`config.mk`:
```
export PLATFORM = sky130hd
export DESIGN_NAME = addsub_seq
export DESIGN_NICKNAME = d
export VERILOG_FILES = /design/src/rtl/addsub_pkg.sv /design/src/rtl/addsub_slice4.sv /design/src/rtl/addsub_seq.sv
export SDC_FILE = /design/constraint.sdc
export NUM_CORES = 1
export LEC_CHECK = 0
export ABC_AREA = 0
export CAP_MARGIN = 20
export CORE_MARGIN = 2
export CORE_UTILIZATION = 45
export DETAILED_ROUTE_END_ITERATION = 8
export PLACE_DENSITY = 0.7
export SLEW_MARGIN = 20
export SYNTH_ARGS = -nofsm -noshare
export SYNTH_HDL_FRONTEND = slang
export SYNTH_SLANG_ARGS = --single-unit
```
`constraint.sdc`:
```
create_clock -name clk -period 2.65 [get_ports clk]
set_input_delay 0.53 -clock clk [delete_from_list [all_inputs] [get_ports clk]]
set_output_delay 0.53 -clock clk [all_outputs]
set_load 0.02 [all_outputs]
```
`src/rtl/addsub_pkg.sv`:
```
// Shared constants and types for the digit-serial add/subtract controller.
package addsub_pkg;

   localparam int unsigned NIBW = 4;

   localparam logic OP_ADD = 1'b0;
   localparam logic OP_SUB = 1'b1;

   typedef enum logic [1:0] {
      ST_IDLE = 2'd0,
      ST_RUN  = 2'd1,
      ST_DONE = 2'd2
   } state_t;

endpackage

```
`src/rtl/addsub_slice4.sv`:
```
// Combinational 4-bit ripple adder built from full-adder cells.
module addsub_slice4
   import addsub_pkg::*;
(
   input  logic [NIBW-1:0] x,
   input  logic [NIBW-1:0] y,
   input  logic            cin,
   output logic [NIBW-1:0] s,
   output logic            cout,
   output logic            c3
);

   logic [NIBW:0] c;

   assign c[0] = cin;

   for (genvar i = 0; i < NIBW; i++) begin : g_fa
      assign s[i]   = x[i] ^ y[i] ^ c[i];
      assign c[i+1] = (x[i] & y[i]) | (c[i] & (x[i] ^ y[i]));
   end

   assign cout = c[NIBW];
   // Carry into the top bit, needed for signed overflow.
   assign c3   = c[NIBW-1];

endmodule

```
`src/rtl/addsub_seq.sv`:
```
// Digit-serial add/subtract controller: one nibble per clock, LS nibble first.
module addsub_seq
   import addsub_pkg::*;
#(
   parameter int unsigned WIDTH = 16
) (
   input  logic             clk,
   input  logic             rst,
   input  logic             start,
   input  logic             op,
   input  logic [WIDTH-1:0] a,
   input  logic [WIDTH-1:0] b,
   output logic             ready,
   output logic             busy,
   output logic             done,
   output logic [WIDTH-1:0] result,
   output logic             carry,
   output logic             overflow
);

   localparam int unsigned NIB  = WIDTH / NIBW;
   localparam int unsigned IdxW = $clog2(NIB);
   localparam logic [IdxW-1:0] LastIdx = IdxW'(NIB - 1);

   state_t           state_q, state_d;
   logic [IdxW-1:0]  idx_q, idx_d;
   logic             cy_q, cy_d;
   logic             op_q, op_d;
   logic [WIDTH-1:0] a_q, a_d;
   logic [WIDTH-1:0] b_q, b_d;
   logic [WIDTH-1:0] acc_q, acc_d;
   logic [WIDTH-1:0] result_q, result_d;
   logic             carry_q, carry_d;
   logic             ovf_q, ovf_d;

   logic [NIBW-1:0]  sl_s;
   logic             sl_cout;
   logic             sl_c3;

   addsub_slice4 u_slice (
      .x    (a_q[NIBW-1:0]),
      .y    (b_q[NIBW-1:0] ^ {NIBW{op_q}}),
      .cin  (cy_q),
      .s    (sl_s),
      .cout (sl_cout),
      .c3   (sl_c3)
   );

   always_comb begin
      state_d  = state_q;
      idx_d    = idx_q;
      cy_d     = cy_q;
      op_d     = op_q;
      a_d      = a_q;
      b_d      = b_q;
      acc_d    = acc_q;
      result_d = result_q;
      carry_d  = carry_q;
      ovf_d    = ovf_q;
      ready    = 1'b0;
      busy     = 1'b0;
      done     = 1'b0;

      unique case (state_q)
         ST_IDLE, ST_DONE: begin
            ready   = 1'b1;
            done    = (state_q == ST_DONE);
            state_d = ST_IDLE;
            if (start) begin
               state_d = ST_RUN;
               a_d     = a;
               b_d     = b;
               op_d    = op;
               idx_d   = '0;
               acc_d   = '0;
               // Subtract is a + ~b + 1: preload the carry with the op bit.
               cy_d    = (op == OP_SUB);
            end
         end
         ST_RUN: begin
            busy  = 1'b1;
            a_d   = a_q >> NIBW;
            b_d   = b_q >> NIBW;
            acc_d = {sl_s, acc_q[WIDTH-1:NIBW]};
            cy_d  = sl_cout;
            idx_d = idx_q + 1'b1;
            if (idx_q == LastIdx) begin
               state_d  = ST_DONE;
               idx_d    = '0;
               result_d = {sl_s, acc_q[WIDTH-1:NIBW]};
               carry_d  = sl_cout;
               ovf_d    = sl_cout ^ sl_c3;
            end
         end
         default: state_d = ST_IDLE;
      endcase
   end

   always_ff @(posedge clk or posedge rst) begin
      if (rst) begin
         state_q  <= ST_IDLE;
         idx_q    <= '0;
         cy_q     <= 1'b0;
         op_q     <= 1'b0;
         a_q      <= '0;
         b_q      <= '0;
         acc_q    <= '0;
         result_q <= '0;
         carry_q  <= 1'b0;
         ovf_q    <= 1'b0;
      end else begin
         state_q  <= state_d;
         idx_q    <= idx_d;
         cy_q     <= cy_d;
         op_q     <= op_d;
         a_q      <= a_d;
         b_q      <= b_d;
         acc_q    <= acc_d;
         result_q <= result_d;
         carry_q  <= carry_d;
         ovf_q    <= ovf_d;
      end
   end

   assign result   = result_q;
   assign carry    = carry_q;
   assign overflow = ovf_q;

endmodule

```
; Yosys cells after proc, flatten, opt, wreduce, memory -nomap -nowiden
; Cells that the tools add are included.
; W data, S select, Z words.
[totals]
register_bits = 72
out_inout_bits = 21
elab_cells = 61
[op_classes]
n_addsub = 1
eq_ne = 5
muxes = 17
n_bitwise = 22
reduce_logical = 6
[op_table]
columns = op, n
row1 = $pmux W16 S2, 3
row2 = $mux W16, 3
row3 = $xor A1 B1 Y1, 9
row4 = $and A1 B1 Y1, 8
row5 = $pmux W2 S2, 2
row6 = $mux W2, 3
row7 = $reduce_and A2 Y1, 3
row8 = $mux W1, 5
row9 = $eq A2 B2 Y1 const B, 2
row10 = $ne A2 B2 Y1 const B, 2
row11 = $or A1 B1 Y1, 4
row12 = $xor A4 B4 Y4, 1
row13 = $add A2 B1 Y2 const B, 1
row14 = $eq A2 B1 Y1 const B, 1
row15 = $logic_not A2 Y1, 1
row16 = $pmux W1 S2, 1
row17 = $reduce_bool A2 Y1, 1
row18 = $reduce_or A2 Y1, 1

; Logic depth before layout (Yosys ltp)
[depth]
depth_word = 11
depth_mapped = 10
mapped_depth_nobuf = 9

; Modules after synthesis
; From an unflattened synthesis, not the netlist that was laid out.
[unflattened]
hier_cells = 255
area_unflattened_um2 = 3148.0
[by_module_without_submodules]
columns = module, instances, cells_per_inst, area_per_inst_um2, seq_area_each_um2
row1 = addsub_seq, 1, 243, 3037.9, 1701.6
row2 = addsub_slice4, 1, 12, 110.1, 0.0

; Worst setup path after synthesis
; No wires, ideal clock.
[synth_timing]
path_kind = register to register
from = reg op_q
to = reg result_q[15] (netlist: result[15])
setup_time_ps = 128
t_arrival_ps = 2457
path_slack_ps = 65
stages_incl_launch_ff = 10
n_path_buf = 1
period_less_slack_ps = 2585
path_cell_list = dfrtp_1 clkbuf_1 xor2_1 fa_1 inv_1 fa_1 fa_1 inv_1 fa_1 mux2_1
[synth_between]
elab_chain_cells = 9
[synth_rtl]
columns = element, line_no
row1 = from (decl), addsub_seq.sv:28  ; logic op_q, op_d;
row2 = from (signal assigned), addsub_seq.sv:115  ; op_q <= op_d;
row3 = $xor A4 B4 Y4 (*), addsub_seq.sv:42  ; .y (b_q[NIBW-1:0] ^ {NIBW{op_q}}),
row4 = $xor A1 B1 Y1, addsub_slice4.sv:19  ; assign c[i+1] = (x[i] & y[i]) | (c[i] & (x[i] ^ y[i]));
row5 = $and A1 B1 Y1, addsub_slice4.sv:19
row6 = $or A1 B1 Y1, addsub_slice4.sv:19
row7 = $and A1 B1 Y1, addsub_slice4.sv:19
row8 = $or A1 B1 Y1, addsub_slice4.sv:19
row9 = $and A1 B1 Y1, addsub_slice4.sv:19
row10 = $or A1 B1 Y1, addsub_slice4.sv:19
row11 = $xor A1 B1 Y1 (*), addsub_slice4.sv:18  ; assign s[i] = x[i] ^ y[i] ^ c[i];
row12 = net sl_s[3], addsub_seq.sv:36  ; logic [NIBW-1:0] sl_s;
row13 = to (signal assigned), addsub_seq.sv:119  ; result_q <= result_d;
row14 = to (decl), addsub_seq.sv:32  ; logic [WIDTH-1:0] result_q, result_d;
; The timed path passes the listed nets; every way through them passes the cells marked *.
; A chain may end at the register's enable or synchronous reset.

; Final worst setup path
[layout_timing]
from = reg b_q[0]
to = reg result_q[15] (netlist: result[15])
[layout_between]
elab_chain_cells = 9
[layout_rtl]
columns = element, line_no
row1 = from (decl), addsub_seq.sv:30  ; logic [WIDTH-1:0] b_q, b_d;
row2 = from (signal assigned), addsub_seq.sv:106  ; b_q <= '0;
row3 = from (signal assigned), addsub_seq.sv:117  ; b_q <= b_d;
row4 = $xor A4 B4 Y4 (*), addsub_seq.sv:42
row5 = $xor A1 B1 Y1, addsub_slice4.sv:19
row6 = $and A1 B1 Y1, addsub_slice4.sv:19
row7 = $or A1 B1 Y1 (*), addsub_slice4.sv:19
row8 = $and A1 B1 Y1 (*), addsub_slice4.sv:19
row9 = $or A1 B1 Y1 (*), addsub_slice4.sv:19
row10 = $and A1 B1 Y1 (*), addsub_slice4.sv:19
row11 = $or A1 B1 Y1 (*), addsub_slice4.sv:19
row12 = $xor A1 B1 Y1 (*), addsub_slice4.sv:18
row13 = net sl_s[3], addsub_seq.sv:36
; Marks and branches as above.

==> summary.txt <==
Status
  – Status: finished, final reports clean

Routing
  – Final ANT Viol Nets: 0
  – Via Count: roughly 2,100
  – Total routed wirelength: around 5900 um
  – DRC Markers: 0
  – WL met3: slightly below 400 um
  – Met1 WL: 2750 um
  – Wire length on met2: 2690 um
  – Via density: around 5.4
  – Wire length per cell: between 15 and 20 um
  – DR top layer: met4
  – TritonRoute pass-1 iters: 4
  – Initial DRC count: just over 100

Die
  – DIE WIDTH: 84.8 um
  – Die area: 7190 um2
  – CORE AREA: between 6000 and 7000 um2
  – Die height: 84.8 um
  – I/O pin cnt: 57
  – Rows: 29
  – Starting Density: 46.3%

Power and ir drop
  – Pwr Total: 0.00492 W
  – Cell Pwr Density: between 1000 and 1500 nW/um2
  – Leak: around 1.7 nW
  – Worst vdd ir: roughly 0.62 mV

Yosys
  – Post-Synth XOR/XNOR Area: between 1 and 1.5%
  – Syn Inst Count: between 200 and 250
  – Syn avg cell area: approximately 12 um2
  – Synth warn: 0
  – Area fraction of the dominant cell type after synthesis: just under 60%
  – Simple-gate share of the synthesized area: 10.9%
  – Mux cell area share after synthesis: approximately 8%
  – Largest cells by area after synthesis: dfrtp_1 (58%), mux2_1 (5.7%), a22o_1 (4.2%)
  – Post-synthesis adder-cell area fraction: 3.15%
  – Yosys reg bits: 68
  – Sequential cell area fraction in the yosys report: 57.9%
  – Largest family of logic cells by synthesized area: compound AO/OA/AOI/OAI gates
  – Unique masters post-synth: 30
  – Post-synthesis cell area: 2940 um2
  – Synth area leader: dfrtp_1
  – Compound-Gate Fraction of Synth Area: between 10% and 20%
  – Mapped Nets: approximately 290

Timing
  – Setup TNS: 0 ns
  – Final worst slack: 0.199 ns
  – Slew @ Worst Pin: between 0.5 and 0.6 ns
  – Slew headroom: between 60% and 70%
  – Unrepaired setup endpoints after global routing: false
  – Final Skew: 0.00761 ns
  – Maximum clock frequency: slightly above 0.4 GHz
  – Hold Violations, Final: 0
  – Final setup violation count: 0
  – Final worst-path cycle share: between 90% and 100%
  – Pins over their slew limit: 0
  – Post-layout minimum cycle time: between 2 and 2.5 ns

Worst setup path
  – WP data required: around 2.9 ns
  – Highest net fanout along the worst path: 2
  – CP Launch Type: flop
  – Critical path arrival: ~2.7 ns
  – Worst Setup End Kind: flop
  – CP Class: reg2reg

Clocking
  – CTS Hold Bufs: 0
  – CTS Buffer Depth: 2
  – Root Driver: clkbuf_8
  – Worst-skew pair later-pin latency: 0.34 ns
  – Clk sinks: a little under 70
  – Cts bufs inserted: 9
  – TritonCTS clock tree: done
  – H-tree depth: 3
  – CTS clk-pin slew, worst paths: approximately 0.070 ns

Placement
  – Cell count after placement: 370
  – Routability cong.: about 0.77
  – DP HPWL: approximately 3900 um
  – Port bufs: 56
  – DP Worst Slack: 0.139 ns

Flow run
  – Max-cap violations: 0

Global route
  – Initial antenna violation count: 0
  – Number of global-route vias before repair: around 2,100
  – Pin count of the biggest net entering global routing: 33
  – GRT Resource Usage Total: 18.1%
  – First-pass GRT wire length: 10,100 um
  – GRT Residual Overflow: 0

Min path
  – Hold Crit Class: reg2reg

Layout
  – Nets: between 300 and 400
  – Share of cells above drive strength 1: around 10%
  – Ant diodes: 0
  – Fillers: approximately 540
  – Commonest non-fill, non-tap cells in the layout: dfrtp_1 (68), clkdlybuf4s50_1 (56), o22ai_1 (19)
  – Commonest non-fill, non-tap cell in the layout: dfrtp_1
  – Area growth syn-to-layout: 27.1%
  – Finished Layout Cells: between 300 and 400
  – Final core occ: between 50 and 60%
-- worst max-delay path, cell delays in order, from the launching register on --
cell and delay [ns]:
dfrtp_1 0.39, xor2_1 0.19, fa_1 0.19, inv_1 0.05, fa_1 0.38, fa_2 0.36, inv_1 0.07, fa_1 0.42
mux2_1 0.29
-- timing repair --
item                       4_1_cts  5_1_grt
resized for setup                0        1
setup endpoints to repair        0        1
buffers inserted                 0        0
-- routing by layer --
metal / track usage (%) / vias to the layer above
li1: - / 993
met1: 24.5 / 1034
met2: 27.7 / 69
met3: 6.13 / 6
met4: 6.06 / 0
met5: 0 / -
-- worst paths after layout --
| kind | start | end | slack [ns] | depth (start not counted) |
|---|---|---|---|---|
| max | b_q[0] | result[15] | 0.20 | 8 |
| min | result[7] | result[7] | 0.49 | 1 |
| max reg2reg | b_q[0] | result[15] | 0.20 | 8 |
| min reg2reg | result[7] | result[7] | 0.49 | 1 |
| max in group asynchronous | rst | a_q[15] | 1.35 | 3 |
| min in group asynchronous | rst | result[5] | 0.53 | 2 |
-- cell usage after synthesis --
| master | n |
|---|---|
| a22o_1 | 14 |
| nor2_8 | 1 |
| xnor2_1 | 2 |
| nand3_1 | 8 |
| buf_6 | 3 |
| buf_2 | 9 |
| mux2_1 | 15 |
| o21ai_1 | 4 |
| o22ai_1 | 19 |
| ha_1 | 1 |
| a22oi_1 | 4 |
| mux2i_1 | 7 |
| dfrtp_1 | 68 |
| clkbuf_1 | 2 |
| nor3_1 | 18 |
| nor2b_1 | 3 |
| o21ai_0 | 6 |
| nor2b_4 | 1 |
| a211oi_1 | 2 |
| inv_4 | 1 |
| a21oi_1 | 5 |
| nand3b_2 | 1 |
| fa_1 | 4 |
| xor2_1 | 3 |
| inv_1 | 7 |
| nand2_1 | 12 |
| nor2_1 | 18 |
| nand2b_1 | 2 |
| buf_4 | 6 |
| o2bb2ai_1 | 2 |
-- layout make-up --
cell class / instances / area (um2) / area share (%)
sequential: 68 / 1700 / 45.5
multi-input combinational: 152 / 1080 / 28.8
inverter: 8 / 32.5 / 0.871
clock buffer: 10 / 138 / 3.68
timing repair buffer: 65 / 628 / 16.8
tap: 77 / 96.3 / 2.58
clock inverter: 6 / 63.8 / 1.71
-- logic make-up (layout without fill, tap and decap cells) --
kind of cell / after synthesis / count (layout)
buffers and inverters: 28 / 89
xor gates and xnor gates: 5 / 5
and+or+nand+nor: 64 / 64
AOI/OAI and AO/OA: 56 / 56
muxes: 22 / 22
DFF: 68 / 68
adders and majority gates: 5 / 5
-- metrics by stage --
| stage | hold WS, ns | cell area, um2 |
|---|---|---|
| floorplan | 0.459 | 2940 |
| global placement | 0.473 | 3530 |
| detailed placement | 0.481 | 3530 |
| CTS | 0.498 | 3730 |
| global route | 0.515 | 3740 |
| finish | 0.491 | 3740 |
-- power by group --
group / internal (W) / leakage [nW] / total, W / switching [W]
Clock: 0.000458 / 0.0983 / 0.000848 / 0.000390
Sequential: 0.00153 / 0.848 / 0.00185 / 0.000321
Combinational: 0.00105 / 0.706 / 0.00222 / 0.00117
-- state kept, by name (all words and copies together), names as in the netlist --
register / cells
a_q: 16
acc_q: 12
b_q: 16
carry: 1
cy_q: 1
idx_q: 2
op_q: 1
overflow: 1
result: 16
state_q: 2
No activity file was read; power rests on OpenSTA's default activity.
